$ cat config.mk
export PLATFORM = sky130hd
export DESIGN_NAME = sdram_request_queue
export DESIGN_NICKNAME = d
export VERILOG_FILES = /design/src/rtl/sdram_pkg.sv /design/src/rtl/sdram_req_fifo.sv /design/src/rtl/sdram_request_queue.sv
export SDC_FILE = /design/constraint.sdc
export NUM_CORES = 1
export LEC_CHECK = 0
export CAP_MARGIN = 5
export CORE_MARGIN = 5
export CORE_UTILIZATION = 49
export CTS_CLUSTER_DIAMETER = 150
export DETAILED_ROUTE_END_ITERATION = 7
export GPL_ROUTABILITY_DRIVEN = 0
export PLACE_DENSITY = 0.73
export SYNTH_ARGS = -nofsm -noshare
export SYNTH_HDL_FRONTEND = slang
export SYNTH_SLANG_ARGS = --single-unit
$ cat constraint.sdc
create_clock -name sd_clk -period 11.7 [get_ports sd_clk]
set_input_delay 1.755 -clock sd_clk [delete_from_list [all_inputs] [get_ports sd_clk]]
set_output_delay 1.755 -clock sd_clk [all_outputs]
set_load 0.1 [all_outputs]
$ cat src/rtl/sdram_pkg.sv
// sdram_pkg: shared types and constants for the SDRAM request queue.
//   rq_state_e       - request sequencer states
//   req_entry_t      - one buffered host request {write, addr, wdata}
//   RSP_TIMEOUT_DATA - read data returned when a read is abandoned by the watchdog
// SDRAM_ADDR_W is the address width the entry struct carries; the queue's
// ADDR_WIDTH parameter should not exceed it.
package sdram_pkg;

  localparam int unsigned SDRAM_ADDR_W = 25;

  localparam logic [7:0] RSP_TIMEOUT_DATA = 8'hFF;

  typedef enum logic [1:0] {
    S_IDLE    = 2'd0,
    S_ISSUE   = 2'd1,
    S_WAIT_RD = 2'd2
  } rq_state_e;

  typedef struct packed {
    logic                    write;
    logic [SDRAM_ADDR_W-1:0] addr;
    logic [7:0]              wdata;
  } req_entry_t;

  localparam int unsigned REQ_ENTRY_W = $bits(req_entry_t);

endpackage

$ cat src/rtl/sdram_req_fifo.sv
// sdram_req_fifo: synchronous FIFO with occupancy count.
//   sd_clk, rst_n     - clock, synchronous active-low reset (empties the FIFO)
//   push, wdata       - write one entry (ignored when full)
//   pop               - drop the head entry (ignored when empty)
//   rdata             - current head entry (valid when !empty)
//   level, full, empty- occupancy status
// Pointers carry one extra MSB so full and empty are distinguishable after wrap.
module sdram_req_fifo #(
  parameter int unsigned DEPTH = 8,
  parameter int unsigned WIDTH = 34,
  localparam int unsigned AW   = $clog2(DEPTH)
) (
  input  logic             sd_clk,
  input  logic             rst_n,
  input  logic             push,
  input  logic [WIDTH-1:0] wdata,
  input  logic             pop,
  output logic [WIDTH-1:0] rdata,
  output logic [AW:0]      level,
  output logic             full,
  output logic             empty
);

  localparam logic [AW:0] PTR_INC  = {{AW{1'b0}}, 1'b1};
  localparam logic [AW:0] LVL_FULL = {1'b1, {AW{1'b0}}};

  logic [WIDTH-1:0] mem_r [DEPTH];
  logic [AW:0]      wr_ptr_r;
  logic [AW:0]      rd_ptr_r;
  logic             push_ok_s;
  logic             pop_ok_s;

  assign level     = wr_ptr_r - rd_ptr_r;
  assign full      = (level == LVL_FULL);
  assign empty     = (wr_ptr_r == rd_ptr_r);
  assign push_ok_s = push && !full;
  assign pop_ok_s  = pop && !empty;
  assign rdata     = mem_r[rd_ptr_r[AW-1:0]];

  // Entry storage; contents need no reset because the pointers gate visibility.
  always_ff @(posedge sd_clk) begin
    if (push_ok_s) begin
      mem_r[wr_ptr_r[AW-1:0]] <= wdata;
    end
  end

  // Read/write pointers.
  always_ff @(posedge sd_clk) begin
    if (!rst_n) begin
      wr_ptr_r <= {(AW+1){1'b0}};
      rd_ptr_r <= {(AW+1){1'b0}};
    end else begin
      if (push_ok_s) begin
        wr_ptr_r <= wr_ptr_r + PTR_INC;
      end
      if (pop_ok_s) begin
        rd_ptr_r <= rd_ptr_r + PTR_INC;
      end
    end
  end

endmodule

$ cat src/rtl/sdram_request_queue.sv
// sdram_request_queue: host-side request buffer in front of an SDRAM controller.
//   Host side : req_valid/req_ready/req_write/req_addr/req_wdata (push into FIFO),
//               rsp_valid/rsp_ready/rsp_rdata (single-entry read response)
//   Ctl side  : ctl_wr_enable/ctl_wr_addr/ctl_wr_data, ctl_rd_enable/ctl_rd_addr,
//               ctl_ack, ctl_rd_ready/ctl_rd_data
//   Status    : level (FIFO occupancy), error (sticky watchdog flag)
//   Clock sd_clk, reset rst_n (synchronous, active-low).
// Requests complete in order; at most one read is outstanding and a read is
// not issued while a response is still held. Writes may issue past a held
// response.
// Optional build macro SDRAM_RQ_WDOG_EN adds a watchdog on S_ISSUE/S_WAIT_RD
// that abandons the request after WDOG_CYCLES cycles, sets error and, for a
// read, returns RSP_TIMEOUT_DATA. Without it the sequencer waits indefinitely
// and error is tied low.
module sdram_request_queue
  import sdram_pkg::*;
#(
  parameter int unsigned ADDR_WIDTH  = 25,
  parameter int unsigned DEPTH       = 8,
  parameter int unsigned WDOG_CYCLES = 64
) (
  input  logic                    sd_clk,
  input  logic                    rst_n,
  input  logic                    req_valid,
  output logic                    req_ready,
  input  logic                    req_write,
  input  logic [ADDR_WIDTH-1:0]   req_addr,
  input  logic [7:0]              req_wdata,
  output logic                    rsp_valid,
  input  logic                    rsp_ready,
  output logic [7:0]              rsp_rdata,
  output logic                    ctl_wr_enable,
  output logic                    ctl_rd_enable,
  output logic [ADDR_WIDTH-1:0]   ctl_wr_addr,
  output logic [ADDR_WIDTH-1:0]   ctl_rd_addr,
  output logic [7:0]              ctl_wr_data,
  input  logic                    ctl_ack,
  input  logic                    ctl_rd_ready,
  input  logic [7:0]              ctl_rd_data,
  output logic [$clog2(DEPTH):0]  level,
  output logic                    error
);

  req_entry_t               push_entry_s;
  req_entry_t               head_s;
  logic [REQ_ENTRY_W-1:0]   head_bits_s;
  logic                     fifo_full_s;
  logic                     fifo_empty_s;
  logic                     push_s;
  logic                     pop_s;

  rq_state_e                state_r;
  logic                     cur_write_r;
  logic                     ctl_wr_enable_r;
  logic                     ctl_rd_enable_r;
  logic [ADDR_WIDTH-1:0]    ctl_wr_addr_r;
  logic [ADDR_WIDTH-1:0]    ctl_rd_addr_r;
  logic [7:0]               ctl_wr_data_r;
  logic                     rsp_valid_r;
  logic [7:0]               rsp_rdata_r;

  assign push_entry_s = {req_write, SDRAM_ADDR_W'(req_addr), req_wdata};
  assign head_s       = head_bits_s;
  assign req_ready    = !fifo_full_s;
  assign push_s       = req_valid && !fifo_full_s;

  sdram_req_fifo #(
    .DEPTH (DEPTH),
    .WIDTH (REQ_ENTRY_W)
  ) u_fifo (
    .sd_clk (sd_clk),
    .rst_n  (rst_n),
    .push   (push_s),
    .wdata  (push_entry_s),
    .pop    (pop_s),
    .rdata  (head_bits_s),
    .level  (level),
    .full   (fifo_full_s),
    .empty  (fifo_empty_s)
  );

`ifdef SDRAM_RQ_WDOG_EN
  localparam int unsigned  WDW       = $clog2(WDOG_CYCLES) + 1;
  localparam logic [WDW-1:0] WDOG_LAST = WDW'(WDOG_CYCLES - 1);
  localparam logic [WDW-1:0] WDOG_INC  = {{(WDW-1){1'b0}}, 1'b1};

  logic [WDW-1:0] wdog_cnt_r;
  logic           error_r;
  logic           wdog_expire_s;

  assign wdog_expire_s = (state_r != S_IDLE) && (wdog_cnt_r == WDOG_LAST);
  // The head leaves the FIFO when acked, or when abandoned while still issuing.
  assign pop_s = (state_r == S_ISSUE) && (ctl_ack || wdog_expire_s);
  assign error = error_r;
`else
  assign pop_s = (state_r == S_ISSUE) && ctl_ack;
  assign error = 1'b0;
`endif

  // Request sequencer: issues the FIFO head, waits for ack and read data,
  // and owns the response register.
  always_ff @(posedge sd_clk) begin
    if (!rst_n) begin
      state_r         <= S_IDLE;
      cur_write_r     <= 1'b0;
      ctl_wr_enable_r <= 1'b0;
      ctl_rd_enable_r <= 1'b0;
      ctl_wr_addr_r   <= {ADDR_WIDTH{1'b0}};
      ctl_rd_addr_r   <= {ADDR_WIDTH{1'b0}};
      ctl_wr_data_r   <= 8'h00;
      rsp_valid_r     <= 1'b0;
      rsp_rdata_r     <= 8'h00;
`ifdef SDRAM_RQ_WDOG_EN
      wdog_cnt_r      <= {WDW{1'b0}};
      error_r         <= 1'b0;
`endif
    end else begin
      if (rsp_valid_r && rsp_ready) begin
        rsp_valid_r <= 1'b0;
      end
      case (state_r)
        S_IDLE: begin
`ifdef SDRAM_RQ_WDOG_EN
          wdog_cnt_r <= {WDW{1'b0}};
`endif
          // A read waits for the held response to be taken; a write does not.
          if (!fifo_empty_s && (head_s.write || !rsp_valid_r)) begin
            cur_write_r <= head_s.write;
            if (head_s.write) begin
              ctl_wr_enable_r <= 1'b1;
              ctl_wr_addr_r   <= ADDR_WIDTH'(head_s.addr);
              ctl_wr_data_r   <= head_s.wdata;
            end else begin
              ctl_rd_enable_r <= 1'b1;
              ctl_rd_addr_r   <= ADDR_WIDTH'(head_s.addr);
            end
            state_r <= S_ISSUE;
          end
        end
        S_ISSUE: begin
          if (ctl_ack) begin
            ctl_wr_enable_r <= 1'b0;
            ctl_rd_enable_r <= 1'b0;
            state_r         <= cur_write_r ? S_IDLE : S_WAIT_RD;
`ifdef SDRAM_RQ_WDOG_EN
            wdog_cnt_r      <= {WDW{1'b0}};
          end else if (wdog_expire_s) begin
            ctl_wr_enable_r <= 1'b0;
            ctl_rd_enable_r <= 1'b0;
            error_r         <= 1'b1;
            state_r         <= S_IDLE;
            if (!cur_write_r) begin
              rsp_valid_r <= 1'b1;
              rsp_rdata_r <= RSP_TIMEOUT_DATA;
            end
          end else begin
            wdog_cnt_r <= wdog_cnt_r + WDOG_INC;
`endif
          end
        end
        S_WAIT_RD: begin
          if (ctl_rd_ready) begin
            rsp_valid_r <= 1'b1;
            rsp_rdata_r <= ctl_rd_data;
            state_r     <= S_IDLE;
`ifdef SDRAM_RQ_WDOG_EN
          end else if (wdog_expire_s) begin
            rsp_valid_r <= 1'b1;
            rsp_rdata_r <= RSP_TIMEOUT_DATA;
            error_r     <= 1'b1;
            state_r     <= S_IDLE;
          end else begin
            wdog_cnt_r <= wdog_cnt_r + WDOG_INC;
`endif
          end
        end
        default: begin
          state_r <= S_IDLE;
        end
      endcase
    end
  end

  assign ctl_wr_enable = ctl_wr_enable_r;
  assign ctl_rd_enable = ctl_rd_enable_r;
  assign ctl_wr_addr   = ctl_wr_addr_r;
  assign ctl_rd_addr   = ctl_rd_addr_r;
  assign ctl_wr_data   = ctl_wr_data_r;
  assign rsp_valid     = rsp_valid_r;
  assign rsp_rdata     = rsp_rdata_r;

endmodule

## Word level (Yosys, flattened, before mapping)

Memories as Yosys holds them, arrays and structs flattened. A register that Yosys moved wholly into a read port is not among the register bits.
Index checks and enable logic that the tools add are counted.

| operators by class | value |
|---|---|
| eq/ne operators | 9 |
| add/sub/neg operators | 3 |
| muxes and demuxes | 19 |
| reduce and logical (&&, ||, !) cells | 19 |
| bitwise gates (word level) | 1 |

Operators by type and width:

| kind | count |
|---|---|
| $mux W1 | 10 |
| $ne A2 B2 Y1 const B | 5 |
| $reduce_and A3 Y1 | 3 |
| $add A4 B1 Y4 const B | 2 |
| $mux W2 | 4 |
| $reduce_and A4 Y1 | 2 |
| $logic_and A1 B1 Y1 | 6 |
| $mux W3 | 2 |
| $pmux W2 S3 | 1 |
| $eq A4 B4 Y1 | 1 |
| $eq A4 B4 Y1 const B | 1 |
| $pmux W1 S2 | 2 |
| $reduce_and A2 Y1 | 2 |
| $sub A4 B4 Y4 | 1 |
| $logic_not A1 Y1 | 3 |
| $eq A2 B1 Y1 const B | 1 |
| $eq A2 B2 Y1 const B | 1 |
| $logic_not A2 Y1 | 1 |
| $reduce_bool A2 Y1 | 1 |
| $logic_or A1 B1 Y1 | 1 |
| $not A1 Y1 | 1 |

| storage, ports and cells | value |
|---|---|
| word-level logic and storage cells | 63 |
| memories kept | 1 |
| input port bits | 48 |
| register bits | 80 |
| output and inout port bits | 75 |
| bits in writable memories | 272 |

Memory list:

| name | words | width | rd ports | clocked after Yosys merged registers in | wr ports | line | source |
|---|---|---|---|---|---|---|---|
| u_fifo.mem_r | 8 | 34 | 1 | 1 | 1 | sdram_req_fifo.sv:27 | `logic [WIDTH-1:0] mem_r [DEPTH];` |

## Longest topological paths before layout

Gate-level depths: netlist (run 1).

| logic depth | value |
|---|---|
| depth after elaboration | 7 |
| mapped depth | 9 |
| mapped depth without buffers | 8 |

## Cells and area by module

From an unflattened synthesis (run 1), not the netlist that was laid out.

| unflattened totals | value |
|---|---|
| cells, all modules | 797 |
| area total of the unflattened synthesis | 13855.8 um^2 |

By module, submodules not included:

| module | cells an instance | seq. area each (um^2) | area an instance (um^2) | times used |
|---|---|---|---|---|
| sdram_req_fifo | 476 | 8388.0 | 11041.8 | 1 |
| sdram_request_queue | 321 | 1441.4 | 2813.9 | 1 |

## Worst setup path after synthesis (run 1)

Ideal clock, no wire load.

| timing | value |
|---|---|
| path kind | register to register |
| start point | register u_fifo.wr_ptr_r[0] |
| end point | memory u_fifo.mem_r[0][0] (enable) |
| path slack | 2.661 ns |
| arrival | 8.430 ns |
| cell stages (with the launch flop) | 9 |
| library setup time | 0.609 ns |
| path through | dfxtp_1 clkbuf_1 inv_1 ha_1 inv_1 fa_1 xor2_1 nor2_1 a2111oi_0 |

| between the ends | value |
|---|---|
| cells in the longest elaborated chain, start to end | 7 |

RTL lines:

| item | line | source |
|---|---|---|
| from (decl) | sdram_req_fifo.sv:28 | `logic [AW:0] wr_ptr_r;` |
| from (signal assigned) | sdram_req_fifo.sv:50 | `wr_ptr_r <= {(AW+1){1'b0}};` |
| from (signal assigned) | sdram_req_fifo.sv:54 | `wr_ptr_r <= wr_ptr_r + PTR_INC;` |
| $sub A4 B4 Y4 (*) | sdram_req_fifo.sv:33 | `assign level = wr_ptr_r - rd_ptr_r;` |
| via level[2] | sdram_request_queue.sv:40 | `output logic [$clog2(DEPTH):0] level,` |
| $eq A4 B4 Y1 (*) | sdram_req_fifo.sv:34 | `assign full = (level == LVL_FULL);` |
| $logic_not A1 Y1 (*) | sdram_req_fifo.sv:36, sdram_request_queue.sv:65 |  |
| $logic_and A1 B1 Y1 | sdram_request_queue.sv:65 | `assign push_s = req_valid && !fifo_full_s;` |
| $logic_and A1 B1 Y1 (*) | sdram_req_fifo.sv:36 | `assign push_ok_s = push && !full;` |
| $mux W1 (*) | sdram_req_fifo.sv:42 | `if (push_ok_s) begin` |
| $mux W1 (implied by the code) (*) | sdram_req_fifo.sv:43 | `mem_r[wr_ptr_r[AW-1:0]] <= wdata;` |
| to (decl) | sdram_req_fifo.sv:27 |  |

Mark *: on every way through the listed nets, which the timed path passes. The rest lies on a longest branch.

## Final worst setup path (run 1)

| timing | value |
|---|---|
| start point | register u_fifo.wr_ptr_r[2] |
| end point | output port level[3] |

| between the ends | value |
|---|---|
| cells in the longest elaborated chain, start to end | 1 |

RTL lines:

| item | line |
|---|---|
| $sub A4 B4 Y4 | sdram_req_fifo.sv:33 |
| to (decl) | sdram_request_queue.sv:40 |

No other way between the ends.

==> flow_metrics.tcl, run 1 <==
set metrics [dict create \
    synthFlopType "edfxtp_1" \
    cts_hold_buf 0 \
    syn_to_final_growth_pct 20.84 \
    insertion_delay_ps 510 \
    diodes 0 \
    total_power_w 0.003977 \
    ys_types 47 \
    setup_viol_count_final 0 \
    drcViolationCount 0 \
    nNetsFinal 928 \
    clockBufferDepth 3 \
    synth_warnings 0 \
    num_io_pins 123 \
    synth_edf_count 272 \
    syn-cell-area_mm2 0.01348 \
    syn-num-nets 797 \
    start_util_pct 49.88 \
    port_buffers 121 \
    drive_gt1_share_pct 18.07 \
    finalWirelength_mm 27.32 \
    vias 7047 \
    finalCriticalPeriod_ps 5514 \
    placed_cells 1176 \
    cp_max_fo 10 \
    fmax_mhz 181.3 \
    synth_compound_area_share_pct 3.128 \
    maxCapViolCount 0 \
    grt_overflow 0 \
    cts_setup_buffers 0 \
    skew_ps 16.10 \
    slew_violations 0 \
    syn_avg_cell_area_um2 18.14 \
    grt_max_degree 83 \
    synthSimpleGateAreaFrac_pct 4.455 \
    clock_sinks 355 \
    rows 60 \
    synth_fa_ha_area_share_pct 0.6125 \
    power_density_mw_per_mm2 244.2 \
    die_w_um 175.9 \
    viasPerCell 5.669 \
    path_clk_slew_ps 60 \
    critPathLaunchType "flip-flop" \
    grt_antenna_before_repair 0 \
    cts_tree "built" \
    tns_ps 0 \
    grt_pass1_vias 7284 \
    cts-resized-gates 0 \
    synth_xor_area_share_pct 0.3898 \
    rsz0062_at_grt "false" \
    max_slew_margin_pct 22.29 \
    grt_pass1_wl_mm 42.13 \
    final_antenna_net_count 0 \
    final_cell_mix "272 x edfxtp_1, 120 x clkdlybuf4s50_1, 81 x dfxtp_1, 69 x nand2_1, 68 x mux4_2" \
    fill_cells 1952 \
    fin_crit_sh_pct 47.13 \
    hold_path.class "reg -> reg" \
    dp_hpwl_mm 15.30 \
    synth-seq-area-share_pct 72.91 \
    syn_inst 743 \
    peakVddDrop_mv 0.1609 \
    wire_per_inst_um 21.98 \
    hold_viol_final 0 \
    final_common_cell "edfxtp_1" \
    critPathKind "reg -> out" \
    synth_top_area_share_pct 60.58 \
    synthArstFlopShare_pct 0 \
    worst_pin_slew_ps 1155 \
    die_h_um 175.9 \
    endpoint_kind "output port" \
    core_mm2 0.02703 \
    synth.mux.area_fraction_pct 16.74 \
    worstPathArrival_ps 3760 \
    drt-pass1-iter-count 5 \
    cts_made_buffers 37 \
    final_cells 1243 \
    synth_top_family_by_area "multiplexers" \
    yosys_register_bits 355 \
    cts_max_level 2 \
    drtIter0Drc 450 \
    synth_top_cells_by_area "edfxtp_1 61%, dfxtp_1 12%, mux4_2 11%" \
    synth_top_cell_by_area "edfxtp_1" \
    cts-root-buf "clkbuf_16" \
    design.die.area_mm2 0.03093 \
    status "finished, final reports clean" \
    cellLeakagePower_nw 5.424 \
    critical_path_required_ps 9950 \
    grt_usage_pct 17.71 \
]
-- sequential cells by signal, indices dropped and copies added, names as in the netlist, named ones only --
name             cells
u_fifo.wr_ptr_r      4
state_r              2
ctl_wr_addr         25
u_fifo.mem_r       272
cur_write_r          1
ctl_wr_data          8
rsp_valid            1
rsp_rdata            8
ctl_rd_enable        1
ctl_wr_enable        1
ctl_rd_addr         25
u_fifo.rd_ptr_r      4
-- cell usage after synthesis (all sizes together) (2+ instances only) --
library cell,number
edfxtp,272
dfxtp,83
nand2,69
mux4,68
mux2i,62
clkbuf,31
a22oi,25
buf,12
o21ai,12
nor2b,10
mux2,9
nand4,9
inv,8
and2,7
ha,5
nor2,5
a2111oi,4
a21oi,4
and3,4
nand2b,4
nand3,4
o21a,4
nand3b,3
nor3,3
xnor2,3
xor2,3
a21boi,2
o211ai,2
or4,2
-- worst max-delay path: stages (launching register included) --
cell and delay [ps]:
dfxtp_1 570, ha_1 380, a21oi_1 290, a21oi_1 200, nor2_1 550, clkdlybuf4s50_1 1260
-- kinds of logic after synthesis --
logic type                 after synthesis
DFF                                    355
muxes                                  139
and+or+nand+nor                        125
AOI/OAI and AO/OA                       60
buffers and inverters                   51
adders and majority gates                6
xor gates and xnor gates                 6
other                                    1
-- report_power, final --
group | switching, W | internal (W)
Combinational | 0.000880 | 0.000336
Clock | 0.000465 | 0.000686
Sequential | 0.0000721 | 0.00154
-- through the flow --
step           cell area, um^2  hold slack [ps]  setup WS [ps]  util, %
2_1_floorplan            13480            479.0           2661        -
3_3_place_gp             15080            435.5           6840    55.81
3_5_place_dp             15080            448.7           6782    55.81
4_1_cts                  16290            458.0           6216    60.28
5_1_grt                  16290            472.5           5940    60.28
6_report                 16290            456.5           6186    60.28
-- per-layer routing --
metal	vias to the layer above	part of all wire (%)	track usage (%)	wire [um]
met5	-	0	0	0
met1	3580	42	23.44	11460
met2	236	51	30.41	13810
met4	0	1.7	4.906	461
li1	3197	-	-	-
met3	34	5.8	3.250	1583
-- cell type report --
cell class | instances | area [um^2] | area share [%]
sequential | 355 | 9837 | 60.38
multi-input combinational | 337 | 3475 | 21.33
tap | 341 | 426.7 | 2.619
clock buffer | 50 | 1025 | 6.290
inverter | 8 | 30.03 | 0.1843
clock inverter | 17 | 183.9 | 1.129
timing repair buffer | 135 | 1314 | 8.065
-- final timing paths --
| check | startpoint | endpoint | slack, ps | depth (start not counted) |
|---|---|---|---|---|
| worst max-delay path | u_fifo.wr_ptr_r[2] | level[3] | 6190 | 5 |
| worst min register to register | ctl_rd_addr[8] | ctl_rd_addr[8] | 460 | 2 |
| worst max register to register | flip-flop | ctl_rd_addr[12] | 8060 | 5 |
| worst min-delay path | ctl_rd_addr[8] | ctl_rd_addr[8] | 460 | 2 |
Power figures use the tool's default switching activity.
==> run 2, diff against run 1 <==
==> constraint.sdc (replaced) <==
create_clock -name sd_clk -period 5.3 [get_ports sd_clk]
set_input_delay 0.795 -clock sd_clk [delete_from_list [all_inputs] [get_ports sd_clk]]
set_output_delay 0.795 -clock sd_clk [all_outputs]
set_load 0.1 [all_outputs]
==> flow_metrics.tcl, run 2 (synthesis gave the netlist of run 1 again) <==
set metrics [dict create \
    critPathLaunchType "flip-flop" \
    final_util_pct 60.31 \
    drt-pass1-iter-count 5 \
    worstPathArrival_ps 3600 \
    wire_per_inst_um 22.27 \
    port_buffers 121 \
    rows 60 \
    cpPeakStageDelay_ps 1220 \
    switchingPower_w 0.003111 \
    fill_cells 1972 \
    diodes 0 \
    drcViolationCount 0 \
    insertion_delay_ps 510 \
    clockBufferDepth 3 \
    cts_tree "built" \
    cpMostUsedCell "a21oi_1" \
    drtIter0Drc 477 \
    start_util_pct 49.88 \
    fmax_mhz 227.5 \
    path_clk_slew_ps 60 \
    rsz0062_at_grt "false" \
    cts_made_buffers 36 \
    cts_setup_buffers 0 \
    maxCapViolCount 0 \
    max_slew_margin_pct 21.53 \
    seq_power_share_pct 40.7 \
    finalCriticalPeriod_ps 4395 \
    critPathKind "reg -> out" \
    crit_start "u_fifo.wr_ptr_r[2]" \
    cts-resized-gates 0 \
    cts-root-buf "clkbuf_16" \
    final_common_cell "edfxtp_1" \
    placed_cells 1177 \
    tns_ps 0 \
    skew_ps 10.57 \
    dp_hpwl_mm 15.41 \
    ff2ff_setup_slack_ps 2020 \
    die_w_um 175.9 \
    finalWirelength_mm 27.63 \
    hold_start "ctl_rd_enable" \
    p_int_w 0.005642 \
    hold_path.class "reg -> reg" \
    path_cells "ha_1 -> a21oi_1 -> a21oi_1 -> nor2_2 -> clkdlybuf4s50_1" \
    grt_overflow 0 \
    design.die.area_mm2 0.03093 \
    largest_reg_flops 272 \
    design_area_mm2 0.01630 \
    final_antenna_net_count 0 \
    clock_sinks 355 \
    hold_viol_final 0 \
    critPathSlowestCell "clkdlybuf4s50_1" \
    status "finished, final reports clean" \
    post_dp_cell_area_mm2 0.01512 \
    cp_max_fo 10 \
    setup_viol_count_final 0 \
    die_h_um 175.9 \
    final_cell_mix "272 x edfxtp_1, 120 x clkdlybuf4s50_1, 81 x dfxtp_1, 69 x nand2_1, 68 x mux4_2" \
    swShare_pct 35.54 \
    combPwrFrac_pct 30.6 \
    grt_antenna_before_repair 0 \
    cts_hold_buf 0 \
    core_mm2 0.02703 \
    clkPwrFrac_pct 28.7 \
    endpoint_kind "output port" \
    grt_usage_pct 17.85 \
    grt_max_degree 67 \
    viasPerCell 5.629 \
    whs_path_depth 2 \
    final_cells 1241 \
    worst_pin_slew_ps 1167 \
    r2r-start "u_fifo.wr_ptr_r[0]" \
    critical_path_required_ps 4510 \
    slew_violations 0 \
    reg2reg_depth 9 \
    vias 6985 \
    num_io_pins 123 \
    cellLeakagePower_nw 5.412 \
    whs_ps 451.2 \
    peakVddDrop_mv 0.2998 \
    cts_max_level 2 \
    grt_pass1_wl_mm 42.45 \
    grt_pass1_vias 7230 \
    nNetsFinal 928 \
    power_density_mw_per_mm2 537.0 \
    syn_to_final_growth_pct 20.91 \
    drive_gt1_share_pct 18.22 \
    fin_crit_sh_pct 82.93 \
]
## run 2: cell count changes in the layout (fill, tap and decap cells not counted), moves of 2 or more
| cell | before | now |
|---|---|---|
| clkinv_2 | 6 | 3 |
| clkinv_1 | 1 | 3 |
| nor2_2 | 0 | 2 |
| nor2_1 | 4 | 2 |
## run 2: critical path, delay by kind of cell, from the launching register on
kind	cells	cell delay [ps]
compound gates	2	500
fa+ha+maj	1	410
buf+inv	1	1220
flops	1	570
simple gates	1	380
## run 2: per-layer routing
metal	vias up	GRT usage, %	share of wire, %
met5	-	0	0
met4	0	4.418	1.5
li1	3187	-	-
met2	216	29.80	50
met1	3552	24.32	43
met3	30	3.745	6.0
## run 2: final cells by class
cell class                      instances  area (um^2)  area share, %
Multi-Input combinational cell        337         3501          21.48
Clock buffer                           49         1021          6.263
Clock inverter                         15        163.9          1.006
Tap cell                              341        426.7          2.617
Timing Repair Buffer                  136         1321          8.106
Inverter                                8        30.03         0.1842
Sequential cell                       355         9837          60.35
## run 2: path summary, 6_finish.rpt
kind | endpoint
worst max-delay path | level[3]
worst min-delay path | ctl_rd_enable
worst max register to register | u_fifo.wr_ptr_r[3]
worst min register to register | ctl_rd_enable
## run 2: metrics by stage
stage                     setup slack [ps]  total power [W]
after global placement                1518         0.006281
after CTS                            893.5         0.008833
final                                904.8         0.008754
after detailed placement              1463         0.006320
after floorplan                     -934.8         0.005651
after global routing                 704.6         0.009087
## run 2: power groups by stage
stage | registers, W | logic (W) | clock network (W)
2_1_floorplan | 0.00469 | 0.000959 | 0
3_3_place_gp | 0.00360 | 0.00268 | 0
3_5_place_dp | 0.00362 | 0.00270 | 0
4_1_cts | 0.00356 | 0.00271 | 0.00256
5_1_grt | 0.00360 | 0.00280 | 0.00268
6_report | 0.00356 | 0.00268 | 0.00251
